===== src/rtl/uart_pkg.sv =====
// Shared types and frame-format decode helpers for the UART receive path.
package uart_pkg;

    typedef enum logic [1:0] {
        PAR_NONE     = 2'b00,
        PAR_EVEN     = 2'b01,
        PAR_ODD      = 2'b10,
        PAR_NONE_ALT = 2'b11
    } parity_t;

    typedef enum logic [2:0] {
        ST_IDLE,
        ST_START,
        ST_DATA,
        ST_PARITY,
        ST_STOP
    } rx_state_t;

    localparam int DATA_LEN_MIN = 5;
    localparam int DATA_LEN_MAX = 8;
    localparam int FRAME_W      = DATA_LEN_MAX + 2;

    // cfg_data_bits codes 0..3 select 5..8 data bits; returns the index of the last data bit
    function automatic logic [2:0] last_data_idx(input logic [1:0] code);
        return 3'(code) + 3'(DATA_LEN_MIN - 1);
    endfunction

    function automatic logic parity_enabled(input parity_t p);
        return (p == PAR_EVEN) || (p == PAR_ODD);
    endfunction

endpackage


===== src/rtl/uart_rx_fifo.sv =====
// Receive FIFO with a registered head; a full FIFO accepts a push when a pop happens in the same cycle.
module uart_rx_fifo #(
    parameter int WIDTH = 10,
    parameter int DEPTH = 4
) (
    input  logic             clk,
    input  logic             rst,
    input  logic             push,
    input  logic [WIDTH-1:0] push_data,
    input  logic             pop,
    output logic             head_valid,
    output logic [WIDTH-1:0] head_data,
    output logic             overflow
);

    localparam int AW = $clog2(DEPTH);
    localparam int CW = AW + 1;

    logic [WIDTH-1:0] mem [DEPTH];
    logic [AW-1:0]    wr_ptr;
    logic [AW-1:0]    rd_ptr;
    logic [AW-1:0]    rd_ptr_nxt;
    logic [CW-1:0]    count;
    logic [CW-1:0]    count_after_pop;
    logic             do_push;
    logic             do_pop;
    logic             full;
    logic             head_valid_nxt;
    logic [WIDTH-1:0] head_data_nxt;

    // The head register is loaded from what will be at the read pointer after this edge,
    // bypassing the incoming word when the FIFO is about to be empty.
    always_comb begin
        do_pop          = pop && (count != '0);
        full            = (count == CW'(DEPTH));
        do_push         = push && (!full || do_pop);
        overflow        = push && !do_push;
        rd_ptr_nxt      = rd_ptr + AW'(do_pop);
        count_after_pop = count - CW'(do_pop);
        head_valid_nxt  = (count_after_pop != '0) || do_push;
        head_data_nxt   = '0;
        if (count_after_pop != '0) begin
            head_data_nxt = mem[rd_ptr_nxt];
        end else if (do_push) begin
            head_data_nxt = push_data;
        end
    end

    always_ff @(posedge clk) begin
        if (rst) begin
            wr_ptr     <= '0;
            rd_ptr     <= '0;
            count      <= '0;
            head_valid <= 1'b0;
            head_data  <= '0;
        end else begin
            if (do_push) begin
                wr_ptr <= wr_ptr + AW'(1);
            end
            rd_ptr     <= rd_ptr_nxt;
            count      <= count_after_pop + CW'(do_push);
            head_valid <= head_valid_nxt;
            head_data  <= head_data_nxt;
        end
    end

    always_ff @(posedge clk) begin
        if (do_push) begin
            mem[wr_ptr] <= push_data;
        end
    end

endmodule


===== src/rtl/uart_receiver_cfg.sv =====
// Oversampling UART receiver with per-frame shadowed format, 2-of-3 bit voting,
// break detection and a small receive FIFO.
module uart_receiver_cfg
    import uart_pkg::*;
#(
    parameter int OVERSAMPLE = 16,
    parameter int FIFO_DEPTH = 4
) (
    input  logic       clk,
    input  logic       rst,
    input  logic       sck_rising_edge,
    input  logic       sin,
    input  logic [1:0] cfg_data_bits,
    input  logic [1:0] cfg_parity,
    input  logic       cfg_stop2,
    output logic       rx_valid,
    input  logic       rx_ready,
    output logic [7:0] rx_data,
    output logic       rx_parity_err,
    output logic       rx_frame_err,
    output logic       overrun,
    output logic       break_det,
    input  logic       clr_status,
    output logic       busy
);

    localparam int TW = $clog2(OVERSAMPLE);
    localparam logic [TW-1:0] T_PRE  = TW'(OVERSAMPLE / 2 - 1);
    localparam logic [TW-1:0] T_MID  = TW'(OVERSAMPLE / 2);
    localparam logic [TW-1:0] T_LAST = TW'(OVERSAMPLE - 1);

    rx_state_t        state;
    rx_state_t        state_nxt;
    logic [1:0]       sync_ff;
    logic             sin_s;
    logic [1:0]       win;
    logic             vote;
    logic [TW-1:0]    tick_cnt;
    logic             at_pre;
    logic             at_mid;
    logic             at_last;
    logic [2:0]       bit_idx;
    logic             stop_idx;
    logic [7:0]       data_sr;
    logic             par_bit;
    logic             parity_err_r;
    logic             frame_err_r;
    logic             brk_wait;
    logic [2:0]       sh_last_idx;
    parity_t          sh_parity;
    logic             sh_stop2;
    logic             last_stop;
    logic             expected_par;
    logic             break_hit;
    logic             frame_done;
    logic             push_req;
    logic [FRAME_W-1:0] push_word;
    logic [FRAME_W-1:0] head_word;
    logic             fifo_overflow;

    assign sin_s        = sync_ff[1];
    // win holds the two previous tick samples, so the vote at tick k covers ticks k-2..k
    assign vote         = (win[1] & win[0]) | (win[1] & sin_s) | (win[0] & sin_s);
    assign at_pre       = sck_rising_edge && (tick_cnt == T_PRE);
    assign at_mid       = sck_rising_edge && (tick_cnt == T_MID);
    assign at_last      = sck_rising_edge && (tick_cnt == T_LAST);
    assign last_stop    = !sh_stop2 || stop_idx;
    assign expected_par = (sh_parity == PAR_ODD) ? ~^data_sr : ^data_sr;
    assign busy         = (state != ST_IDLE);

    always_ff @(posedge clk) begin
        if (rst) begin
            state <= ST_IDLE;
        end else begin
            state <= state_nxt;
        end
    end

    always_comb begin
        state_nxt  = state;
        break_hit  = 1'b0;
        frame_done = 1'b0;
        if (state == ST_STOP && !brk_wait && at_mid) begin
            break_hit  = !stop_idx && !vote && (data_sr == '0) && !par_bit;
            frame_done = last_stop && !break_hit;
        end
        case (state)
            ST_IDLE: begin
                if (!sin_s) state_nxt = ST_START;
            end
            ST_START: begin
                if (at_pre && vote) state_nxt = ST_IDLE;
                else if (at_last)   state_nxt = ST_DATA;
            end
            ST_DATA: begin
                if (at_last && bit_idx == sh_last_idx)
                    state_nxt = parity_enabled(sh_parity) ? ST_PARITY : ST_STOP;
            end
            ST_PARITY: begin
                if (at_last) state_nxt = ST_STOP;
            end
            ST_STOP: begin
                if (brk_wait) begin
                    if (sin_s) state_nxt = ST_IDLE;
                end else if (frame_done) begin
                    state_nxt = ST_IDLE;
                end
            end
            default: state_nxt = ST_IDLE;
        endcase
    end

    // Per-frame datapath: format is shadowed at start so mid-frame cfg changes are ignored
    always_ff @(posedge clk) begin
        if (rst) begin
            sync_ff      <= 2'b11;
            win          <= 2'b11;
            tick_cnt     <= '0;
            bit_idx      <= '0;
            stop_idx     <= 1'b0;
            data_sr      <= '0;
            par_bit      <= 1'b0;
            parity_err_r <= 1'b0;
            frame_err_r  <= 1'b0;
            brk_wait     <= 1'b0;
            sh_last_idx  <= '0;
            sh_parity    <= PAR_NONE;
            sh_stop2     <= 1'b0;
            push_req     <= 1'b0;
            push_word    <= '0;
        end else begin
            sync_ff  <= {sync_ff[0], sin};
            push_req <= frame_done;
            if (sck_rising_edge) begin
                win <= {win[0], sin_s};
            end
            if (frame_done) begin
                push_word <= {frame_err_r | !vote, parity_err_r, data_sr};
            end
            if (state == ST_IDLE) begin
                if (state_nxt == ST_START) begin
                    tick_cnt     <= '0;
                    bit_idx      <= '0;
                    stop_idx     <= 1'b0;
                    data_sr      <= '0;
                    par_bit      <= 1'b0;
                    parity_err_r <= 1'b0;
                    frame_err_r  <= 1'b0;
                    brk_wait     <= 1'b0;
                    sh_last_idx  <= last_data_idx(cfg_data_bits);
                    sh_parity    <= parity_t'(cfg_parity);
                    sh_stop2     <= cfg_stop2;
                end
            end else if (sck_rising_edge) begin
                tick_cnt <= at_last ? '0 : tick_cnt + 1'b1;
                case (state)
                    ST_DATA: begin
                        if (at_mid)  data_sr[bit_idx] <= vote;
                        if (at_last) bit_idx <= bit_idx + 3'd1;
                    end
                    ST_PARITY: begin
                        if (at_mid) begin
                            par_bit      <= vote;
                            parity_err_r <= (vote != expected_par);
                        end
                    end
                    ST_STOP: begin
                        if (at_mid && !brk_wait) begin
                            if (!vote)     frame_err_r <= 1'b1;
                            if (break_hit) brk_wait    <= 1'b1;
                        end
                        if (at_last) stop_idx <= 1'b1;
                    end
                    default: ;
                endcase
            end
        end
    end

    // Sticky status: a set in the same cycle as clr_status takes priority
    always_ff @(posedge clk) begin
        if (rst) begin
            overrun   <= 1'b0;
            break_det <= 1'b0;
        end else begin
            overrun   <= fifo_overflow | (overrun & !clr_status);
            break_det <= break_hit | (break_det & !clr_status);
        end
    end

    uart_rx_fifo #(
        .WIDTH(FRAME_W),
        .DEPTH(FIFO_DEPTH)
    ) u_fifo (
        .clk       (clk),
        .rst       (rst),
        .push      (push_req),
        .push_data (push_word),
        .pop       (rx_ready),
        .head_valid(rx_valid),
        .head_data (head_word),
        .overflow  (fifo_overflow)
    );

    assign {rx_frame_err, rx_parity_err, rx_data} = head_word;

endmodule


===== config.mk =====
export PLATFORM = sky130hd
export DESIGN_NAME = uart_receiver_cfg
export DESIGN_NICKNAME = d
export VERILOG_FILES = /design/src/rtl/uart_pkg.sv /design/src/rtl/uart_rx_fifo.sv /design/src/rtl/uart_receiver_cfg.sv
export SDC_FILE = /design/constraint.sdc
export NUM_CORES = 1
export LEC_CHECK = 0
export BUFFER_PORTS_ARGS = -buffer_cell sky130_fd_sc_hd__buf_2
export CAP_MARGIN = 20
export CORE_MARGIN = 2
export CORE_UTILIZATION = 30
export DETAILED_ROUTE_END_ITERATION = 10
export SYNTH_ARGS = -nofsm -noshare
export SYNTH_HDL_FRONTEND = slang
export SYNTH_HIERARCHICAL = 1
export SYNTH_SLANG_ARGS = --single-unit

===== constraint.sdc =====
create_clock -name clk -period 3 [get_ports clk]
set_input_delay 0.3 -clock clk [delete_from_list [all_inputs] [get_ports clk]]
set_output_delay 0.3 -clock clk [all_outputs]
set_load 0.01 [all_outputs]

== After elaboration in Yosys (flattened, before gate mapping) ==
Memory sizes are Yosys's and may differ from the RTL's.
Index checks and enable logic that the tools add are counted.

* Register bits: 64
* Bits in writable memories: 40
* Bits of input ports: 11
* Output and inout port bits: 14
* Logic and storage cells: 167
* Memories kept: 1

{| class="wikitable"
|+ Memories
! memory !! depth !! bits a word !! rd ports !! clocked after memory_dff !! wr ports !! line !! source
|-
| u_fifo.mem || 4 || 10 || 1 || 0 || 1 || uart_rx_fifo.sv:19 || <nowiki>logic [WIDTH-1:0] mem [DEPTH];</nowiki>
|}

* Add/subtract/negate cells: 7
* $lt $le $gt $ge: 2
* Equality and inequality tests: 15
* Multiplexer cells: 57
* Bitwise operators: 10
* Reductions and logical operators: 52

{| class="wikitable"
|+ Operators with widths
! cell !! count
|-
| 3-bit two-way mux || 14
|-
| 8-bit two-way mux || 5
|-
| 1-bit two-way mux || 29
|-
| 10-bit two-way mux || 2
|-
| 1-bit logical AND || 16
|-
| 4-bit two-way mux || 4
|-
| 4-bit AND reduction || 4
|-
| 2-bit nonzero test || 8
|-
| 3-bit case mux with 5 select lines || 1
|-
| 5-bit AND reduction || 2
|-
| 1-bit zero test || 9
|-
| 3-bit nonzero test || 3
|-
| 8-bit bitwise mux || 1
|-
| 4-bit equality test, second input constant || 2
|-
| 8-bit zero test || 1
|-
| 8-bit XNOR reduction || 1
|-
| 8-bit parity || 1
|-
| 3-bit by 1-bit equality test with 1-bit output, second input constant || 2
|-
| 3-bit by 2-bit equality test with 1-bit output, second input constant || 2
|-
| 3-bit equality test, second input constant || 2
|-
| 1-bit bitwise AND || 5
|-
| 1-bit OR || 5
|-
| 4-bit by 1-bit adder with 4-bit output, second input constant || 1
|-
| 4-bit by 3-bit equality test with 1-bit output, second input constant || 1
|-
| other kinds (17) || 22
|}

== Longest topological paths before layout ==
* Depth after elaboration: 16
* Depth in mapped cells: 8
* Mapped depth without buffers: 7

== By module ==
Netlist, hierarchy kept.

{| class="wikitable"
|+ Modules (own cells, without submodules)
! module !! times used !! cells an instance !! area an instance (µm²) !! seq. area each (µm²)
|-
| uart_rx_fifo || 1 || 130 || 2306.0 || 1561.5
|-
| uart_receiver_cfg || 1 || 271 || 2253.4 || 920.9
|}

== Worst setup path after synthesis ==
OpenSTA, ideal clock, no wires.

* Path kind: flip-flop to flip-flop
* Start: register u_fifo.count[2]
* End: register u_fifo.head_data[0]
* Library setup time: 0.117 ns
* Data arrival time: 1.845 ns
* Data required time: 2.883 ns
* Path slack: 1.038 ns
* Stages on the path, launching flop included: 6
* Buffers on the path: 1
* Clock period less this slack: 1.962 ns
* Cell sequence: dfxtp_1 -> o31a_1 -> ha_1 -> buf_6 -> mux4_1 -> a32o_1

* Elaborated cells between the ends (all ways): 12
* Classes of those cells: add/sub: 2; eq/ne: 1; mux: 2; reduce/logical: 6; memory: 1

{| class="wikitable"
|+ RTL lines
! item !! line !! source
|-
| from (decl) || uart_rx_fifo.sv:23 || <nowiki>logic [CW-1:0] count;</nowiki>
|-
| from (signal assigned) || uart_rx_fifo.sv:61 || <nowiki>count <= count_after_pop + CW'(do_push);</nowiki>
|-
| 3-bit nonzero test || uart_rx_fifo.sv:34 || <nowiki>do_pop = pop && (count != '0);</nowiki>
|-
| 1-bit logical AND || uart_rx_fifo.sv:34 ||
|-
| 2-bit by 1-bit adder with 2-bit output || uart_rx_fifo.sv:38 || <nowiki>rd_ptr_nxt = rd_ptr + AW'(do_pop);</nowiki>
|-
| net u_fifo.rd_ptr_nxt[0] || uart_rx_fifo.sv:22 || <nowiki>logic [AW-1:0] rd_ptr_nxt;</nowiki>
|-
| memory read 4 x 10 bit || -- ||
|-
| 10-bit two-way mux || uart_rx_fifo.sv:42 || <nowiki>if (count_after_pop != '0) begin</nowiki>
|-
| to (signal assigned) || uart_rx_fifo.sv:63 || <nowiki>head_data <= head_data_nxt;</nowiki>
|-
| to (decl) || uart_rx_fifo.sv:12 || <nowiki>output logic [WIDTH-1:0] head_data,</nowiki>
|}

The timed path passes the listed nets, and every way through them passes these cells.
A chain may end at the register's enable or synchronous reset.

== Worst setup path in the final report ==
Ends and elaborated chain as after synthesis.

==> impl_metrics.env <==
export IMPL_status="finished clean"
export IMPL_crit_start="u_fifo/count[2]"
export IMPL_cp_max_fo=11
export IMPL_cts_buffers=9
export IMPL_num_antenna_cells=0
export IMPL_ff2ff_setup_slack_ns=0.69
export IMPL_hold_path_class="input port to flop"
export IMPL_synthCells=401
export IMPL_fin_crit_sh=0.770
export IMPL_dp_slack_ns=0.683
export IMPL_grt_usage=0.113
export IMPL_ctsResizeCount=0
export IMPL_gp_congestion=0.761
export IMPL_synth_nets=428
export IMPL_rr_worst_depth=4
export IMPL_die_w_um=127
export IMPL_wl_per_cell_um=14.3
export IMPL_path_clk_slew_ns=0.07
export IMPL_min_path_cells=2
export IMPL_regArea_um2=2480
export IMPL_hold_violations=0
export IMPL_cts_tree="yes"
export IMPL_finalCriticalPeriod_ns=2.31
export IMPL_die_h_um=127
export IMPL_finalMaxSlewViolations=0
export IMPL_antenna_found_initial=0
export IMPL_irDropWorstVdd_uv=280
export IMPL_synth_ff_type="dfxtp_1"
export IMPL_grt_max_degree=31
export IMPL_max_cap_violations=0
export IMPL_multi_input_area_um2=1880
export IMPL_drtAntennaViolNets=0
export IMPL_tightest_slew_ns=0.857
export IMPL_io_buffers=24
export IMPL_n_fill_cell=1489
export IMPL_r2r_end="u_fifo/head_data[0]"
export IMPL_clk_path_buf_depth=2
export IMPL_floorplan_initialDensity=0.303
export IMPL_finalClockSkew_ns=0.00626
export IMPL_max_slew_margin=0.429
export IMPL_layout_setup_ws_ns=0.690
export IMPL_overflow=0
export IMPL_synth_area_um2=4560
export IMPL_drc_errors=0
export IMPL_die_area_um2=16200
export IMPL_synth_async_reset_ratio=0
export IMPL_post_cts_repair_setup_buffers=0
export IMPL_cts_hold_buf=0
export IMPL_boundaryPins=25
export IMPL_dp_hpwl_um=5900
export IMPL_synth_seq_area_share=0.544
export IMPL_ys_types=59
export IMPL_drtIter0Drc=223
export IMPL_grt_setup_unrepaired="false"
export IMPL_powerDensity_nw_per_um2=638
export IMPL_rows=45
export IMPL_numClockSinks=104
export IMPL_ys_ff_latch=104
export IMPL_worstSetupEndpointType="flop"
export IMPL_areaGrowthSynthToFinish_pct=12.4
export IMPL_worstSkewPairLatency_ns=0.35
export IMPL_cp_required_ns=3.24
export IMPL_ys_warn_count=6
export IMPL_synth_enable_flop_cells=40
export IMPL_path_class="flop to flop"
export IMPL_grt_pass1_wl_um=14500
export IMPL_drive_above_1_share=0.137
export IMPL_drt_pass1_iter_count=4
export IMPL_drt_total_wl_um=8740
export IMPL_avgSynthCellArea_um2=11.4
export IMPL_finalPower_mw=3.27
export IMPL_avgViaCountPerCell=4.89
export IMPL_nets=445
export IMPL_fmax_ghz=0.433
export IMPL_cp_arrival_ns=2.55
export IMPL_finalSetupTns_ns=0
export IMPL_hold_ws_ns=0.131
export IMPL_utilization=0.341
export IMPL_min_from="sin"
export IMPL_via_count=2986
export IMPL_cts_root_buffer="clkbuf_16"
export IMPL_critical_path_startpoint_type="flop"
export IMPL_h_tree_depth=3
export IMPL_setup_viol=0
export IMPL_reg2reg_from="u_fifo/count[2]"
export IMPL_worstHoldEndpoint="sync_ff[0]"
export IMPL_coreArea_um2=15000
export IMPL_grt_pass1_vias=2974
export IMPL_leakagePower_nw=1.82
-- placed cells by master, fill, tap and decap left out, drive strengths merged, types with 7 or more instances in the layout --
cell,n
ha,16
and3,7
dfxtp,64
a21oi,30
xnor2,9
o21ai,18
mux2i,12
nor2,40
nand2,22
edfxtp,40
nand4,8
nor2b,8
mux4,10
inv,27
nand3,11
nor3,10
buf,27
a32o,9
clkbuf,11
-- critical path, stage by stage (launching register included) --
cell and delay [ns]:
dfxtp_1 0.35, o31a_1 0.34, ha_1 0.66, mux4_1 0.63
a32o_1 0.23
-- sequential cells by signal, indices dropped and copies added, names as in the netlist, 2 cells and up --
| signal | cells |
|---|---|
| sync_ff | 2 |
| push_word | 10 |
| u_fifo/mem | 40 |
| u_fifo/head_data | 10 |
| state | 3 |
| u_fifo/count | 3 |
| sh_parity | 2 |
| tick_cnt | 4 |
| u_fifo/wr_ptr | 2 |
| win | 2 |
| bit_idx | 3 |
| u_fifo/rd_ptr | 2 |
| sh_last_idx | 3 |
| data_sr | 8 |
-- cells by family (layout without fill, tap and decap cells) --
group / count (synthesis) / after routing / synth area share
and+or+nand+nor: 125 / 125 / 0.146
DFF: 104 / 104 / 0.544
AOI/OAI and AO/OA: 76 / 76 / 0.111
buffers and inverters: 45 / 67 / 0.0442
muxes: 22 / 22 / 0.0840
adders and majority gates: 17 / 17 / 0.0461
xor gates and xnor gates: 12 / 12 / 0.0247
-- cell usage after synthesis (2+ instances only) --
cell       n  area [µm²]
o211ai_1   2        15.0
nand2_1   22        82.6
o21ai_1    2        10.0
a211o_1    2        17.5
xor2_1     3        26.3
nand3_1   11        55.1
nand4_1    7        43.8
dfxtp_1   64        1280
buf_6      3        33.8
xnor2_1    8        70.1
and3_1     7        43.8
a21oi_1   29         145
clkbuf_1  12        45.0
a32o_1     9        90.1
ha_1      16         200
edfxtp_1  40        1200
inv_1     23        86.3
mux2i_1   12         120
nor3_1     9        45.0
or2_2      2        12.5
a31oi_1    2        12.5
nand2b_1   4        25.0
buf_2      4        20.0
nor2_2     3        18.8
or3_1      4        25.0
mux4_1    10         263
o21ai_0   16        80.1
nor2b_1    8        50.1
nor2_1    37         139
-- layer usage --
layer  vias up  global-route usage  wire length [µm]
li1       1495                   -                 -
met1      1445               0.134              3970
met2        38               0.201              4400
met3         8              0.0289               290
met4         0              0.0336                87
met5         -                   0                 0
-- final cells by class --
cell class | instances | share of cell area
clock buffers | 11 | 0.0493
clock inverters | 5 | 0.00903
inverters | 24 | 0.0176
multi-input cells | 252 | 0.366
flip-flops and latches | 104 | 0.484
well taps | 188 | 0.0459
repair buffers | 27 | 0.0278
-- stage by stage --
stage | instances | instance area (µm²)
final | 611 | 5120
after global routing | 611 | 5120
after CTS | 611 | 5120
after detailed placement | 595 | 4830
after global placement | 595 | 4830
after floorplan | 401 | 4560
-- power breakdown --
part	leakage [nW]	internal, mW	switching, mW	total, mW
registers	0.909	1.54	0.0355	1.58
clock network	0.149	0.623	0.535	1.16
logic	0.758	0.261	0.272	0.534
total	1.82	2.43	0.843	3.27
-- worst max-delay path by stage --
| stage | slack, ns | cells after the start | endpoint |
|---|---|---|---|
| after floorplan | 1.04 | 5 | u_fifo/head_data[0] |
| after global placement | 0.73 | 4 | u_fifo/head_data[5] |
| after detailed placement | 0.68 | 4 | u_fifo/head_data[5] |
| after CTS | 0.67 | 4 | u_fifo/head_data[5] |
| after global routing | 0.63 | 4 | u_fifo/head_data[6] |
| final | 0.69 | 4 | u_fifo/head_data[0] |
Power figures use the tool's default switching activity.
